`src/rtl/if_fetch.sv`:
```
// Instruction-fetch stage: owns the PC and runs a single-outstanding req/ack
// master on the instruction bus, presenting (if_pc, if_inst) to IF/ID.
module if_fetch #(
    parameter int                ADDR_W   = 32,
    parameter int                DATA_W   = 32,
    parameter logic [ADDR_W-1:0] RESET_PC = '0
) (
    input  logic              clk,
    input  logic              rst,
    input  logic [5:0]        stall,
    input  logic              flush,
    input  logic [ADDR_W-1:0] new_pc,
    input  logic              branch_flag_i,
    input  logic [ADDR_W-1:0] branch_target_address_i,
    output logic              ibus_req,
    output logic [ADDR_W-1:0] ibus_addr,
    input  logic [DATA_W-1:0] ibus_rdata,
    input  logic              ibus_ack,
    output logic [ADDR_W-1:0] if_pc,
    output logic [DATA_W-1:0] if_inst,
    output logic              stallreq
);

    typedef enum logic [1:0] {
        FETCH   = 2'd0,
        HOLD    = 2'd1,
        DISCARD = 2'd2
    } state_t;

    state_t            state, state_n;
    logic [ADDR_W-1:0] pc, pc_n;
    logic [ADDR_W-1:0] req_addr, req_addr_n;
    logic [ADDR_W-1:0] next_pc;
    logic [DATA_W-1:0] hold_inst, hold_inst_n;
    logic              unused_bits;

    assign unused_bits = ^{stall[5:1], new_pc[1:0], branch_target_address_i[1:0]};

    function automatic logic [ADDR_W-1:0] align(input logic [ADDR_W-1:0] a);
        return {a[ADDR_W-1:2], 2'b00};
    endfunction

    assign next_pc = branch_flag_i ? align(branch_target_address_i) : pc + ADDR_W'(4);

    always_ff @(posedge clk or negedge rst) begin
        if (!rst) begin
            state     <= FETCH;
            pc        <= align(RESET_PC);
            req_addr  <= '0;
            hold_inst <= '0;
        end else begin
            state     <= state_n;
            pc        <= pc_n;
            req_addr  <= req_addr_n;
            hold_inst <= hold_inst_n;
        end
    end

    always_comb begin
        state_n     = state;
        pc_n        = pc;
        req_addr_n  = req_addr;
        hold_inst_n = hold_inst;
        ibus_req    = 1'b0;
        ibus_addr   = pc;
        if_pc       = '0;
        if_inst     = '0;
        stallreq    = 1'b0;

        case (state)
            FETCH: begin
                ibus_req = 1'b1;
                if (flush) begin
                    pc_n = align(new_pc);
                    // Request still open: keep its address on the bus until the ack drains it.
                    if (!ibus_ack) begin
                        state_n    = DISCARD;
                        req_addr_n = pc;
                        stallreq   = 1'b1;
                    end
                end else if (ibus_ack) begin
                    if_pc   = pc;
                    if_inst = ibus_rdata;
                    if (stall[0]) begin
                        hold_inst_n = ibus_rdata;
                        state_n     = HOLD;
                    end else begin
                        pc_n = next_pc;
                    end
                end else begin
                    stallreq = 1'b1;
                end
            end
            HOLD: begin
                if_pc   = pc;
                if_inst = hold_inst;
                if (flush) begin
                    pc_n        = align(new_pc);
                    hold_inst_n = '0;
                    state_n     = FETCH;
                end else if (!stall[0]) begin
                    pc_n    = next_pc;
                    state_n = FETCH;
                end
            end
            DISCARD: begin
                ibus_req  = 1'b1;
                ibus_addr = req_addr;
                stallreq  = 1'b1;
                if (flush) begin
                    pc_n = align(new_pc);
                end
                if (ibus_ack) begin
                    state_n = FETCH;
                end
            end
            default: begin
                state_n = FETCH;
            end
        endcase

        if (!rst) begin
            ibus_req = 1'b0;
            stallreq = 1'b0;
            if_pc    = '0;
            if_inst  = '0;
        end
    end

endmodule

```
`config.mk`:
```
export PLATFORM = sky130hd
export DESIGN_NAME = if_fetch
export DESIGN_NICKNAME = d
export VERILOG_FILES = /design/src/rtl/if_fetch.sv
export SDC_FILE = /design/constraint.sdc
export NUM_CORES = 1
export LEC_CHECK = 0
export BUFFER_PORTS_ARGS = -buffer_cell sky130_fd_sc_hd__buf_2
export CAP_MARGIN = 20
export CORE_MARGIN = 8
export CORE_UTILIZATION = 32
export DETAILED_ROUTE_END_ITERATION = 8
export PLACE_DENSITY = 0.64
export SYNTH_ARGS = -nofsm -noshare
export SYNTH_HDL_FRONTEND = slang
export SYNTH_SLANG_ARGS = --single-unit
```
`constraint.sdc`:
```
create_clock -name clk -period 2.5 [get_ports clk]
set_input_delay 0.5 -clock clk [delete_from_list [all_inputs] [get_ports clk]]
set_output_delay 0.5 -clock clk [all_outputs]
set_load 0.1 [all_outputs]
```
Yosys cells after proc, flatten, opt, wreduce, memory -nomap -nowiden
Cells that the tools add are included.

$add $sub $neg: 1. Equal/unequal tests: 12. Multiplexer cells: 34. Bitwise gates (word level): 1. Reduce and logical (&&, ||, !) cells: 8.

Operators with widths (count): 32-bit two-way mux (17); 32-bit one-hot mux with 2 select lines (3); 32-bit one-hot mux with 3 select lines (1); 32-bit by 3-bit adder with 32-bit output (second input constant) (1); 2-bit two-way mux (7); 2-bit != test (second input constant) (6); 3-bit != test (second input constant) (4); 5-bit AND reduction (2); 2-bit one-hot mux with 3 select lines (1); 3-bit AND reduction (2); 1-bit two-way mux (4); 3-bit nonzero test (1); 2-bit by 1-bit equality test with 1-bit output (second input constant) (1); 2-bit equality test (second input constant) (1); 2-bit zero test (1); 1-bit one-hot mux with 2 select lines (1); 2-bit nonzero test (1); 2-bit OR reduction (1); 1-bit inverter (1).

Flip-flop bits (word level): 98. Output and inout port bits: 98. Logic and storage cells: 60.

Logic depth before layout (Yosys ltp)
Word-level depth: 6. Gate-level depth with buffers: 7. Depth with buffers taken out: 6.

Worst setup path before layout
Ideal clock, no wire load.

Path kind: register -> output. Start point: reg state[0]. End point: out stallreq. Arrival time: 4.195 ns. Required time: 2.000 ns. Setup slack: -2.195 ns. Stages on the path, launching flop included: 4. Buffers on the path: 1. Path through: dfrtp_1 > buf_2 > nor2b_1 > a21boi_0.

Cells in the longest elaborated chain, start to end: 3.

Ends and longest elaborated chain: start, declared (line 30) `state_t state, state_n;`; start signal, assigned (line 52) `state <= state_n;`; 2-bit equality test / 2-bit zero test (equally long branches) (line 70) `case (state)`; 1-bit one-hot mux with 2 select lines * (line 70); 1-bit two-way mux * (line 122) `if (!rst) begin`; end, declared (line 21) `output logic stallreq`.

Every way passes the cells marked *; elsewhere a longest branch is shown, timed or not.

Worst setup path in the final report
Start point: reg state[1]. End point: out if_pc[13].

Cells in the longest elaborated chain, start to end: 3.

Ends and longest elaborated chain: 2-bit by 1-bit equality test with 1-bit output / 2-bit zero test (equally long branches) (line 70); 32-bit one-hot mux with 2 select lines * (line 70); 32-bit two-way mux * (line 122); end, declared (line 19) `output logic [ADDR_W-1:0] if_pc,`.

Marked as above.

==> metrics.txt <==
# TYPE chip_impl_metric gauge
chip_impl_info{name="outcome",value="complete, no violations"} 1
chip_impl_metric{name="global_route_wire_length_before_repair",unit="mm"} 30.6
chip_impl_metric{name="hold_viol_final",unit=""} 0
chip_impl_metric{name="first_pass_iters",unit=""} 5
chip_impl_metric{name="antenna_found_initial",unit=""} 6
chip_impl_metric{name="fin_util",unit=""} 0.495
chip_impl_metric{name="synth_seq_cells",unit=""} 94
chip_impl_info{name="cts_tree",value="built"} 1
chip_impl_metric{name="power.static_leakage",unit="nW"} 3.74
chip_impl_metric{name="num-nets-final",unit=""} 886
chip_impl_metric{name="vdd.ir_drop.worst",unit="mV"} 0.480
chip_impl_metric{name="post_drt_wl_per_cell",unit="microns"} 19.8
chip_impl_metric{name="antenna_left",unit=""} 0
chip_impl_metric{name="netlist-cell-type-count",unit=""} 62
chip_impl_metric{name="std_cell_rows",unit=""} 49
chip_impl_info{name="crit_path_end_kind",value="primary output"} 1
chip_impl_metric{name="period_share",unit=""} 0.988
chip_impl_metric{name="post-synth-top-area-fraction",unit=""} 0.409
chip_impl_metric{name="groute.usage.overall",unit=""} 0.174
chip_impl_metric{name="layout-drive-gt1-share",unit=""} 0.492
chip_impl_metric{name="cap_viol_max_count",unit=""} 0
chip_impl_metric{name="buffer_ports.inserted",unit=""} 191
chip_impl_metric{name="final_gp_congestion",unit=""} 0.843
chip_impl_metric{name="share_of_async_settable_or_async_resettable_flops_after_synthesis",unit=""} 1.00
chip_impl_metric{name="design.core.area",unit="sq mm"} 0.0178
chip_impl_metric{name="power_per_cell_area",unit="mW/mm^2"} 776
chip_impl_metric{name="synth.cell_area",unit="sq mm"} 0.00575
chip_impl_info{name="top_cells_by_area_in_the_synthesized_netlist",value="dfrtp_1 41%, mux2_2 10%, a22o_1 5.0%"} 1
chip_impl_info{name="most_common_cell_in_the_synthesized_netlist",value="dfrtp_1"} 1
chip_impl_metric{name="post_synth.cell_area_avg",unit="sq um"} 9.82
chip_impl_metric{name="cell_internal_pwr",unit="mW"} 3.72
chip_impl_info{name="setup.worst_path.class",value="flop to primary output"} 1
chip_impl_metric{name="number_of_standard_cells_after_synthesis",unit=""} 586
chip_impl_metric{name="fin_cells",unit=""} 1017
chip_impl_metric{name="synth_seq_area_share",unit=""} 0.409
chip_impl_metric{name="cts_buffers",unit=""} 9
chip_impl_info{name="yosys_most_used_dff",value="dfrtp_1"} 1
chip_impl_metric{name="detailedPlacementHpwl",unit="mm"} 14.3
chip_impl_metric{name="post_layout_min_period",unit="ns"} 2.47
chip_impl_metric{name="die_width",unit="microns"} 150
chip_impl_metric{name="p_comb_frac",unit=""} 0.463
chip_impl_metric{name="post-route-drc-count",unit=""} 0
chip_impl_metric{name="setup_skew",unit="ns"} 0.00785
chip_impl_metric{name="cts_buffer_depth",unit=""} 2
chip_impl_metric{name="power_switching_share",unit=""} 0.455
chip_impl_metric{name="worst-path-max-fanout",unit=""} 7
chip_impl_info{name="yosys.area.top_type",value="dfrtp_1"} 1
chip_impl_metric{name="worstSkewPairLatency",unit="ns"} 0.35
chip_impl_metric{name="holdBufCountCts",unit=""} 0
chip_impl_info{name="setup.worst_path.start_class",value="flop"} 1
chip_impl_metric{name="path_clk_slew",unit="ns"} 0.07
chip_impl_metric{name="clock.fmax",unit="MHz"} 405
chip_impl_metric{name="grt_max_degree",unit=""} 49
chip_impl_metric{name="post-place-cells",unit=""} 987
chip_impl_info{name="cts-root-buf",value="clkbuf_16"} 1
chip_impl_metric{name="routed_wl",unit="mm"} 20.1
chip_impl_metric{name="worstMarginPinSlew",unit="ns"} 0.801
chip_impl_metric{name="p_switching",unit="mW"} 3.11
chip_impl_info{name="timing.hold.worst.class",value="primary input to asynchronous set/reset pin"} 1
chip_impl_metric{name="timing.final.setup_violations",unit=""} 0
chip_impl_metric{name="starting_density_of_the_core",unit=""} 0.324
chip_impl_metric{name="cts_max_level",unit=""} 3
chip_impl_metric{name="num_io_pins",unit=""} 205
chip_impl_metric{name="finalMaxSlewViolations",unit=""} 0
chip_impl_metric{name="pwr-share-seq",unit=""} 0.330
chip_impl_metric{name="viasPerCell",unit=""} 5.36
chip_impl_metric{name="report.power.total",unit="mW"} 6.83
chip_impl_metric{name="power_frac_clock",unit=""} 0.207
chip_impl_metric{name="synthToLayoutAreaGrowth",unit="%"} 53.0
chip_impl_metric{name="maxSlewHeadroom",unit=""} 0.464
chip_impl_metric{name="yosysWarnings",unit=""} 0
chip_impl_info{name="synth.cells.most_frequent",value="94 x dfrtp_1, 57 x nor2_1, 51 x mux2_2"} 1
chip_impl_metric{name="number_of_synthesized_flops_with_an_enable_pin",unit=""} 0
chip_impl_metric{name="clock_sink_count",unit=""} 94
chip_impl_metric{name="crit_arrival",unit="ns"} 1.97
chip_impl_metric{name="worst_ep_required_time",unit="ns"} 2.00
chip_impl_metric{name="grt_remaining_overflow",unit=""} 0
chip_impl_metric{name="drt_iter0_markers",unit=""} 354
chip_impl_metric{name="detailroute.via_count",unit=""} 5447
chip_impl_metric{name="die_h",unit="microns"} 150
chip_impl_metric{name="design.die.area",unit="sq mm"} 0.0225
chip_impl_metric{name="vias_in_the_first_global_route",unit=""} 5407
chip_impl_info{name="rsz_0062_raised_after_global_routing",value="true"} 1
[layout make-up]
type | count | area [sq um]
repair buffers | 230 | 2380
diodes | 5 | 12.5
flip-flops and latches | 94 | 2350
fillers | 1590 | 8970
inverters | 5 | 18.8
clock inverters | 3 | 43.8
clock buffers | 13 | 250
well taps | 229 | 287
multi-input cells | 438 | 3460
[kinds of logic after synthesis]
group,synth area share
compound gates,0.198
xor+xnor,0.0289
fa+ha+maj,0.00217
buf+inv,0.0526
flops,0.409
mux,0.124
other cells,0.000652
simple gates,0.185
[per-stage QoR]
step | area [sq um] | setup slack [ns] | TNS (ns) | hold WS [ns]
after global routing | 8800 | -0.0499 | -0.843 | 0.370
after floorplan | 6050 | -0.363 | -2.22 | 0.204
final | 8800 | 0.0307 | 0 | 0.312
after detailed placement | 8310 | 0.113 | 0 | 0.468
after global placement | 8310 | 0.168 | 0 | 0.462
after CTS | 8630 | -0.000782 | -0.00113 | 0.328
[per-layer routing]
metal	vias up	routed length (microns)	track usage
met3	33	1310	0.0351
met4	2	531	0.0790
met5	-	12	0
li1	2548	-	-
met2	188	9630	0.272
met1	2676	8620	0.228
[final timing paths]
check | start | end | slack (ns) | depth (start not counted)
worst min register to register | req_addr[25] | req_addr[25] | 0.48 | 1
worst max register to register | state[1] | pc[31] | 0.21 | 5
max in group asynchronous | rst | hold_inst[22] | 1.11 | 3
worst max-delay path | state[1] | if_pc[13] | 0.03 | 7
min in group clk | branch_target_address_i[13] | pc[13] | 0.39 | 3
worst min-delay path | rst | pc[25] | 0.31 | 2
[critical path, stage by stage (launching register included)]
cell       delay (ns)
dfrtp_2          0.44
nor4_4           0.33
nor2_2           0.09
nor2_4           0.13
buf_12           0.14
clkbuf_16        0.15
and2_2           0.17
buf_12           0.17
[power by group through the flow]
stage                     Sequential, mW  Clock, mW  Combinational [mW]
after detailed placement            2.27          0                3.12
after global routing                2.31       1.52                3.32
after floorplan                     2.14          0                2.48
after global placement              2.25          0                3.09
final                               2.25       1.41                3.16
after CTS                           2.25       1.44                3.13
[what timing repair did]
item / 4_1_cts / 5_1_grt
cloned: 0 / 3
endpoints found under the setup margin: 78 / 49
setup buffers: 3 / 3
pin swaps: 1 / 2
resized for setup: 3 / 25
endpoints found under the hold margin: 0 / 0
[sequential cells by signal, summed over array words and instances (netlist names)]
register   count
state          2
req_addr      30
hold_inst     32
pc            30
[cells in the final DEF (no fill, tap or decap), drive strengths merged, types with 11 or more instances in the layout]
master and n:
buf 228, dfrtp 94, mux2 58, nor2 58
a22oi 36, nand2 34, a22o 33, and2 29
o21ai 26, a21oi 21, nand3 19, xor2 15
clkbuf 15, and3 12, o211ai 11
(Power assumes the default switching activity.)
